## config.mk

```make
export PLATFORM = sky130hd
export DESIGN_NAME = imem_loader
export DESIGN_NICKNAME = d
export VERILOG_FILES = /design/src/rtl/imem_pkg.sv /design/src/rtl/imem_ram.sv /design/src/rtl/imem_loader.sv
export SDC_FILE = /design/constraint.sdc
export NUM_CORES = 2
export LEC_CHECK = 0
export BUFFER_PORTS_ARGS = -buffer_cell sky130_fd_sc_hd__buf_2
export CORE_UTILIZATION = 55
export DETAILED_ROUTE_END_ITERATION = 12
export PLACE_DENSITY = 0.79
export SETUP_SLACK_MARGIN = 0.02
export SKIP_CTS_REPAIR_TIMING = 1
export SYNTH_ARGS = -nofsm -noshare
export SYNTH_HDL_FRONTEND = slang
export SYNTH_SLANG_ARGS = --single-unit
```

## constraint.sdc

```tcl
create_clock -name clk -period 7.21 [get_ports clk]
set_input_delay 1.442 -clock clk [delete_from_list [all_inputs] [get_ports clk]]
set_output_delay 1.442 -clock clk [all_outputs]
set_load 0.02 [all_outputs]
```

## src/rtl/imem_pkg.sv

```systemverilog
// Shared types and constants for the loadable instruction memory.
package imem_pkg;

  typedef enum logic [1:0] {
    CLEAR = 2'd0,
    LOAD  = 2'd1,
    RUN   = 2'd2
  } state_e;

  typedef enum logic [1:0] {
    FAULT_NONE      = 2'b00,
    FAULT_MISALIGN  = 2'b01,
    FAULT_RANGE     = 2'b10,
    FAULT_NOT_READY = 2'b11
  } fault_e;

  localparam logic [31:0] NOP_DEFAULT = 32'h0000_0000;

endpackage

```

## src/rtl/imem_ram.sv

```systemverilog
// Simple dual-port word store: one write port, one registered read port.
module imem_ram #(
  parameter int DATA_W = 32,
  parameter int DEPTH  = 64,
  parameter int AW     = 6
) (
  input  logic              clk,
  input  logic              we_i,
  input  logic [AW-1:0]     waddr_i,
  input  logic [DATA_W-1:0] wdata_i,
  input  logic              re_i,
  input  logic [AW-1:0]     raddr_i,
  output logic [DATA_W-1:0] rdata_o
);

  logic [DATA_W-1:0] mem_q [DEPTH];
  logic [DATA_W-1:0] rdata_q;

  // No reset on the array or read register so the store maps onto block RAM.
  always_ff @(posedge clk) begin
    if (we_i) begin
      mem_q[waddr_i] <= wdata_i;
    end
    if (re_i) begin
      rdata_q <= mem_q[raddr_i];
    end
  end

  assign rdata_o = rdata_q;

endmodule

```

## src/rtl/imem_loader.sv

```systemverilog
// Instruction memory that self-clears to NOP, accepts a streamed program,
// and serves fetches with one-cycle latency plus a fault code.
module imem_loader
  import imem_pkg::*;
#(
  parameter int                 DATA_W   = 32,
  parameter int                 ADDR_W   = 32,
  parameter int                 DEPTH    = 64,
  parameter logic [DATA_W-1:0]  NOP_WORD = DATA_W'(NOP_DEFAULT)
) (
  input  logic                       clk,
  input  logic                       rst,
  input  logic                       start,
  input  logic                       load_valid,
  input  logic [DATA_W-1:0]          load_data,
  output logic                       load_ready,
  input  logic                       load_done,
  output logic [$clog2(DEPTH):0]     load_count,
  output logic                       mem_ready,
  input  logic                       fetch_req,
  input  logic [ADDR_W-1:0]          fetch_addr,
  output logic                       fetch_valid,
  output logic [DATA_W-1:0]          fetch_instr,
  output logic [1:0]                 fetch_fault
);

  localparam int AW = $clog2(DEPTH);
  localparam int CW = $clog2(DEPTH) + 1;
  localparam logic [CW-1:0] LAST_IDX  = CW'(DEPTH - 1);
  localparam logic [CW-1:0] DEPTH_CNT = CW'(DEPTH);

  state_e        state_q, state_d;
  logic [CW-1:0] clear_cnt_q, clear_cnt_d;
  logic [CW-1:0] load_count_q, load_count_d;
  logic          pending_q, pending_d;

  logic              ram_we;
  logic [AW-1:0]     ram_waddr;
  logic [DATA_W-1:0] ram_wdata;
  logic              ram_re;
  logic [DATA_W-1:0] ram_rdata;

  logic              fetch_valid_q;
  fault_e            fault_q, fault_now;
  logic              nop_sel_q;
  logic [ADDR_W-1:0] word_idx;

  always_ff @(posedge clk) begin
    if (rst) begin
      state_q      <= CLEAR;
      clear_cnt_q  <= '0;
      load_count_q <= '0;
      pending_q    <= 1'b0;
    end else begin
      state_q      <= state_d;
      clear_cnt_q  <= clear_cnt_d;
      load_count_q <= load_count_d;
      pending_q    <= pending_d;
    end
  end

  always_comb begin
    state_d      = state_q;
    clear_cnt_d  = clear_cnt_q;
    load_count_d = load_count_q;
    pending_d    = pending_q;
    ram_we       = 1'b0;
    ram_waddr    = '0;
    ram_wdata    = NOP_WORD;
    load_ready   = 1'b0;

    unique case (state_q)
      CLEAR: begin
        ram_we      = 1'b1;
        ram_waddr   = clear_cnt_q[AW-1:0];
        clear_cnt_d = clear_cnt_q + CW'(1);
        if (start) begin
          pending_d = 1'b1;
        end
        // A start arriving on the final clear cycle still counts.
        if (clear_cnt_q == LAST_IDX) begin
          state_d      = (pending_q || start) ? LOAD : RUN;
          pending_d    = 1'b0;
          load_count_d = '0;
        end
      end

      LOAD: begin
        load_ready = (load_count_q < DEPTH_CNT);
        if (load_valid && load_ready) begin
          ram_we       = 1'b1;
          ram_waddr    = load_count_q[AW-1:0];
          ram_wdata    = load_data;
          load_count_d = load_count_q + CW'(1);
        end
        if (start) begin
          load_count_d = '0;
        end else if (load_done) begin
          state_d = RUN;
        end
      end

      RUN: begin
        if (start) begin
          state_d      = LOAD;
          load_count_d = '0;
        end
      end

      default: state_d = CLEAR;
    endcase
  end

  assign word_idx = fetch_addr >> 2;

  always_comb begin
    fault_now = FAULT_NONE;
    if (state_q != RUN) begin
      fault_now = FAULT_NOT_READY;
    end else if (fetch_addr[1:0] != 2'b00) begin
      fault_now = FAULT_MISALIGN;
    end else if (word_idx >= ADDR_W'(DEPTH)) begin
      fault_now = FAULT_RANGE;
    end
  end

  assign ram_re = fetch_req && (fault_now == FAULT_NONE);

  // fault_q and nop_sel_q only move on a request, so fetch_instr holds between responses.
  always_ff @(posedge clk) begin
    if (rst) begin
      fetch_valid_q <= 1'b0;
      fault_q       <= FAULT_NONE;
      nop_sel_q     <= 1'b1;
    end else begin
      fetch_valid_q <= fetch_req;
      if (fetch_req) begin
        fault_q   <= fault_now;
        nop_sel_q <= (fault_now != FAULT_NONE);
      end
    end
  end

  imem_ram #(
    .DATA_W (DATA_W),
    .DEPTH  (DEPTH),
    .AW     (AW)
  ) u_ram (
    .clk     (clk),
    .we_i    (ram_we),
    .waddr_i (ram_waddr),
    .wdata_i (ram_wdata),
    .re_i    (ram_re),
    .raddr_i (word_idx[AW-1:0]),
    .rdata_o (ram_rdata)
  );

  assign load_count  = load_count_q;
  assign mem_ready   = (state_q == RUN);
  assign fetch_valid = fetch_valid_q;
  assign fetch_fault = fault_q;
  assign fetch_instr = nop_sel_q ? NOP_WORD : ram_rdata;

endmodule

```

### Word-level counts from Yosys, hierarchy flattened

Memories as Yosys holds them, arrays and structs flattened. A register that Yosys moved wholly into a read port is not among the register bits.
Index checks and enable logic that the tools add are counted.

* reductions and logical operators: 12
* $lt $le $gt $ge: 2
* add/sub/neg operators: 2
* equal/unequal tests: 9
* muxes and demuxes: 26

Operators by type and width (number)
* $mux W32: 3
* $ge A30 B7 Y1 const B: 1
* $mux W7: 4
* $pmux W7 S3: 1
* $mux W2: 8
* $add A7 B1 Y7 const B: 2
* $pmux W6 S2: 1
* $ne A2 B2 Y1 const B: 5
* $reduce_and A4 Y1: 2
* $eq A7 B6 Y1 const B: 1
* $lt A7 B7 Y1 const B: 1
* $mux W1: 6
* $mux W6: 1
* $pmux W2 S3: 1
* $reduce_bool A2 Y1: 3
* $logic_not A2 Y1: 2
* $ne A3 B3 Y1 const B: 1
* $reduce_bool A3 Y1: 1
* $eq A2 B1 Y1 const B: 1
* $eq A2 B2 Y1 const B: 1
* $logic_and A1 B1 Y1: 2
* $pmux W1 S2: 1
* $reduce_and A2 Y1: 1
* $logic_or A1 B1 Y1: 1

* output and inout bits: 44
* memories kept: 1
* input port bits: 70
* bits in writable memories: 2048
* bits in registers: 21

Memories
* u_ram.mem_q: words 64, width 32, read ports 1, clocked after Yosys merged registers in 1, write ports 1, RTL line imem_ram.sv:16 `logic [DATA_W-1:0] mem_q [DEPTH];`

### Depth between registers and ports, before layout

* depth in word-level cells: 6
* depth in mapped cells: 9
* depth with buffers taken out: 6

### Cells and area by module

Synthesis repeated with hierarchy kept, for this count alone.

* cells, all modules: 3530
* area total of the unflattened synthesis: 80374.6 um^2

By module, submodules not included
* imem_ram: sequential area each 62459.9 um^2, cells each 3324, area an instance 78835.6 um^2, times used 1
* imem_loader: sequential area each 420.4 um^2, cells each 206, area an instance 1539.0 um^2, times used 1

### Worst setup path after synthesis

OpenSTA, ideal clock, no wires.

* path type: input port to flip-flop
* start: in load_valid
* end: mem u_ram.mem_q[3][0] (enable)
* setup slack: 2802 ps
* stages on the path: 6
* arrival time: 3987 ps
* path buffers: 1
* setup time: 421 ps
* cells stage by stage: and4bb_2 clkbuf_1 a22oi_1 a221oi_1 nand2_1 nor2_1

* cells in the longest elaborated chain, start to end: 5
* elaborated cells between the ends (all ways): 7
* classes of those cells: 6 x mux; 1 x reduce/logical

Ends and longest elaborated chain
* start: declaration: RTL line imem_loader.sv:14 `input logic load_valid,`
* $logic_and A1 B1 Y1 *: RTL line imem_loader.sv:90 `if (load_valid && load_ready) begin`
* $mux W1: RTL line imem_loader.sv:90
* $pmux W1 S2: RTL line imem_loader.sv:72 `unique case (state_q)`
* $mux W1: RTL line imem_ram.sv:21 `if (we_i) begin`
* $mux W1 (implied by the code): RTL line imem_ram.sv:22 `mem_q[waddr_i] <= wdata_i;`
* end: declaration: RTL line imem_ram.sv:16

Every way passes the cells marked *; elsewhere a longest branch is shown, timed or not.

### Worst setup path in the final report

* start: reg state_q[0]
* end: mem u_ram.mem_q[2][22] (enable)

* cells in the longest elaborated chain, start to end: 4
* elaborated cells between the ends (all ways): 6
* classes of those cells: 1 x eq/ne; 4 x mux; 1 x reduce/logical

Ends and longest elaborated chain
* start: declaration: RTL line imem_loader.sv:32 `state_e state_q, state_d;`
* start signal: assignment: RTL line imem_loader.sv:55 `state_q <= state_d;`
* $eq A2 B1 Y1 / $logic_not A2 Y1 (equally long branches): RTL line imem_loader.sv:72
* $pmux W1 S2: RTL line imem_loader.sv:72
* $mux W1: RTL line imem_ram.sv:21
* $mux W1 (implied by the code): RTL line imem_ram.sv:22

Several ways; a longest one is shown, not always the timed one.

==> metrics list <==
* Area of the core region: about 140000 sq um
* Most common library cell in the layout ignoring fill and taps: sky130_fd_sc_hd__edfxtp_1
- The HPWL after detailed placement is roughly 110 mm.
- From synthesis to final layout, the design area changed by 11.8%.
* Final count of pins violating max slew: 0
* Metal2 WL: between 90 and 100 mm
- Arrival time of data at the critical path endpoint: around 5.4 ns
- Internal power comes to ~19 mW.
- Buffers inserted during clock tree synthesis total 194.
- Synthesis produced about 3500 cells.
* Cell Chain, Critical Path: and4bb_2 > a22oi_1 > a221oi_1 > nand2_1 > nor2_4
- After layout, the worst setup slack is approximately 2.3 ns.
- In this run the worst path has a maximum fanout of 42.
- Nets in the synthesized netlist: ~3500
* Relative slew margins: approximately 14%
- Routed wire length: around 210 mm
- Number of nets in the layout: around 3700
- The largest single stage delay on the critical path is around 1.3 ns.
* Kind of critical path: flop to flop
- Number of buffers inserted by port buffering: between 100 and 150
- The tool flagged a number of max-cap violations equal to 0.
* X dimension of the die: between 300 and 400 um
- Of the total power, the share spent switching nets is approximately a fifth.
- Final estimated routing congestion in global placement: about 0.9
* Switching power total: just over 5 mW
* CP endpoint kind: flop
- Once detail routing completed, the nets flagged for antenna violations numbered 0.
* TritonCTS clock tree: built
* Cell variety after synth: between 40 and 50
- For this run, the leading register cell type out of synthesis is sky130_fd_sc_hd__edfxtp_1.
- First-pass DRT Iterations: 6
* Adder-Cell Fraction of Synth Area: 0.0312%
* Vias in the first global route: 39700
- Number of inserted filler cells in the final layout: ~9000
- For this run the aggregate overflow at the end of global routing stands at 0.
- The first global-routing pass estimated between 200 and 300 mm of wire.
- Clock skew: between 0.04 and 0.05 ns
* Xor and xnor fraction of the mapped netlist area: less than 1%
- Vias/cell: slightly below 7
- For this run, the top clock speed supported by timing is 202 MHz.
* Part of the total power dissipated in sequential elements: a little over half
* Worst hold path type: flop to flop
- For the worst setup path, the data required time is around 7.6 ns.
- Of the cells placed in the final design, the portion with a size suffix greater than 1 is around 30%.
- The worst-case IR drop observed on VDD is 228 uV.
- Area of the multi-input gates: about 17000 sq um
- Post-route met1 wirelength: 70.8 mm
- A synthesized cell averages about 23 sq um.
- Number of DRC markers after the initial detailed-route iteration: approximately 6300
* Number of antenna violations at the first check in global routing: 12
- Total number of placement rows: 139
- Clock tree synthesis found a total of around 2100 sinks.
* Number of synthesized flops with an enable pin: ~2100
- By area, the combinational part of the netlist is dominated by multiplexers.
* Share of synthesized area spent on multiplexers: roughly 17%
* Initial Util: a little under three fifths
- Number of H-tree branching levels: 4
- Min cycle time layout: 4.96 ns
- The share of the Yosys chip area taken by registers is between 70 and 80%.
- In this run the static leakage power is 32.4 nW.
* Combinational fraction of design power: ~3.5%
- The later pin in the worst-skew pair is clocked with a latency of between 0.8 and 0.9 ns.
- Clock input transition at the sequential cells of the worst setup and hold paths: approximately 0.07 ns
* Launching element type of the critical path: flop
- In this run the vertical extent of the chip is 384 um.
* Residual DRC: 0
* Met3 Routed Length: ~27 mm
* Post-synthesis instance area: ~80000 sq um
* GRT Overall Usage: between 20% and 30%
- Status: complete, no violations
- Summing the areas of all compound-gate instances in the mapped netlist gives under 10% of the synthesized area.
- The top cell types in the final layout, fill and taps aside, are 2080 x sky130_fd_sc_hd__edfxtp_1, 572 x sky130_fd_sc_hd__mux4_2, 198 x sky130_fd_sc_hd__clkbuf_16.
- Synthesis-stage register bit count: about 2100
* Number of top-level pins: around 110
- RSZ-0062 raised after global routing: false
- Top Metal Used: met5
- Of the total power, the clock network draws a little over two fifths.
- Register Area: between 60000 and 70000 sq um
* WL/cell: 36.3 um
- The synthesized netlist devotes ~2.0% of its cell area to simple gates.
- Total of endpoints with negative setup slack in the final report: 0
* Pin count of the biggest net entering global routing: about 120
* Number of warnings printed during yosys synthesis: 0
- Prior to clock tree synthesis, the placed netlist has a worst setup slack of 1.82 ns.
- Final period utilization: slightly below 70%
* Total power per unit cell area: between 200 and 300 nW/um^2
- Least-Margin Pin Slew: between 1 and 1.5 ns
- The die covers about 150000 sq um.
* Sum of negative setup slack: 0 ns
* Total number of vias: slightly below 40000
* Cell type of the slowest stage on the worst timing path: sky130_fd_sc_hd__nor2_4
* FFs w/ async S/R, synth: 0%
- Counting along the longest clock path gives a buffer depth of 3.
- Final Hold Vio Count: 0
- Clk Tree Root Cell: sky130_fd_sc_hd__clkbuf_16
-- logic make-up after synthesis --
family / count (synthesis)
xor+xnor: 9
fa+ha+maj: 2
flops: 2101
buf+inv: 188
simple gates: 325
compound gates: 221
mux: 614
-- power groups by stage --
stage / Combinational (mW) / Sequential [mW] / Clock [mW]
after CTS: 0.843 / 13.3 / 10.2
after global placement: 0.821 / 13.6 / 0
final: 0.863 / 13.3 / 10.2
after global routing: 0.881 / 13.3 / 10.6
after floorplan: 0.518 / 13.6 / 0
after detailed placement: 0.827 / 13.6 / 0
-- area by class of cell --
type	count	area share, %
Antenna cell	5	0.0139
Clock buffer	245	5.75
Clock inverter	110	1.16
Inverter	2	0.00836
Multi-Input combinational cell	1171	18.9
Sequential cell	2101	70.1
Tap cell	1903	2.65
Timing Repair Buffer	195	1.48
-- synthesized netlist by cell type, types with 2 or more instances --
| master | number | area share, % |
|---|---|---|
| sky130_fd_sc_hd__xnor2_1 | 3 | 0.033 |
| sky130_fd_sc_hd__a21o_1 | 2 | 0.019 |
| sky130_fd_sc_hd__clkbuf_1 | 89 | 0.42 |
| sky130_fd_sc_hd__mux4_2 | 572 | 16 |
| sky130_fd_sc_hd__nor2b_1 | 40 | 0.31 |
| sky130_fd_sc_hd__nand2b_1 | 14 | 0.11 |
| sky130_fd_sc_hd__a22oi_1 | 5 | 0.047 |
| sky130_fd_sc_hd__nand2_1 | 21 | 0.098 |
| sky130_fd_sc_hd__and4_1 | 2 | 0.022 |
| sky130_fd_sc_hd__and3_1 | 2 | 0.016 |
| sky130_fd_sc_hd__nand4b_1 | 2 | 0.022 |
| sky130_fd_sc_hd__o221ai_1 | 28 | 0.31 |
| sky130_fd_sc_hd__mux2_2 | 2 | 0.028 |
| sky130_fd_sc_hd__nand3b_1 | 5 | 0.047 |
| sky130_fd_sc_hd__buf_6 | 14 | 0.20 |
| sky130_fd_sc_hd__and3b_1 | 2 | 0.022 |
| sky130_fd_sc_hd__buf_2 | 35 | 0.22 |
| sky130_fd_sc_hd__nor4_1 | 7 | 0.055 |
| sky130_fd_sc_hd__dfxtp_1 | 21 | 0.52 |
| sky130_fd_sc_hd__buf_1 | 20 | 0.094 |
| sky130_fd_sc_hd__inv_1 | 2 | 0.0094 |
| sky130_fd_sc_hd__xor2_1 | 6 | 0.065 |
| sky130_fd_sc_hd__nor2_1 | 153 | 0.72 |
| sky130_fd_sc_hd__nor3_1 | 8 | 0.050 |
| sky130_fd_sc_hd__buf_4 | 28 | 0.26 |
| sky130_fd_sc_hd__o22ai_1 | 98 | 0.76 |
| sky130_fd_sc_hd__o21ai_0 | 6 | 0.037 |
| sky130_fd_sc_hd__nand4_1 | 3 | 0.023 |
| sky130_fd_sc_hd__mux2i_1 | 40 | 0.50 |
| sky130_fd_sc_hd__or3b_2 | 4 | 0.044 |
| sky130_fd_sc_hd__nand3_1 | 15 | 0.094 |
| sky130_fd_sc_hd__ha_1 | 2 | 0.031 |
| sky130_fd_sc_hd__and2_1 | 36 | 0.28 |
| sky130_fd_sc_hd__or2_2 | 5 | 0.039 |
| sky130_fd_sc_hd__or3_1 | 4 | 0.031 |
| sky130_fd_sc_hd__a221oi_1 | 4 | 0.044 |
| sky130_fd_sc_hd__edfxtp_1 | 2080 | 78 |
| sky130_fd_sc_hd__a21oi_1 | 69 | 0.43 |
-- critical path: cells and delay by family, from the launching register on --
kind,cells,cell delay [ns]
AOI/OAI and AO/OA,2,0.59
DFF,1,0.78
and+or+nand+nor,3,3.11
-- through the flow --
step	cell area [sq um]	util, %	hold WS [ns]	total power [mW]	std cells
after floorplan	80200	-	0.453	14.1	3460
after global placement	83500	57.9	0.462	14.4	5372
after detailed placement	83500	57.9	0.487	14.4	5372
after CTS	89700	62.2	0.507	24.3	5727
after global routing	89700	62.2	0.545	24.8	5727
final	89700	62.2	0.512	24.3	5732
-- flip-flops by register name, indices dropped and copies added (netlist names) --
register and cells:
clear_cnt_q 7, fetch_fault 2, fetch_valid 1, load_count 7, nop_sel_q 1, pending_q 1
state_q 2, u_ram.mem_q 2048, u_ram.rdata_o 32
-- final timing paths --
kind                            depth (start not counted)                 end  slack (ns)           start
worst max register to register                          5  u_ram.mem_q[2][22]        2.25      state_q[0]
worst max-delay path                                    5  u_ram.mem_q[2][22]        2.25      state_q[0]
worst min-delay path                                    2      fetch_fault[0]        0.51  fetch_fault[0]
worst min register to register                          2      fetch_fault[0]        0.51  fetch_fault[0]
-- routing by layer --
metal | vias up | track usage, %
met1 | 20700 | 37.6
li1 | 15200 | -
met3 | 544 | 8.23
met5 | - | 0
met4 | 8 | 13.4
met2 | 3263 | 44.4
Note: power is estimated with default switching activity, not from simulation.
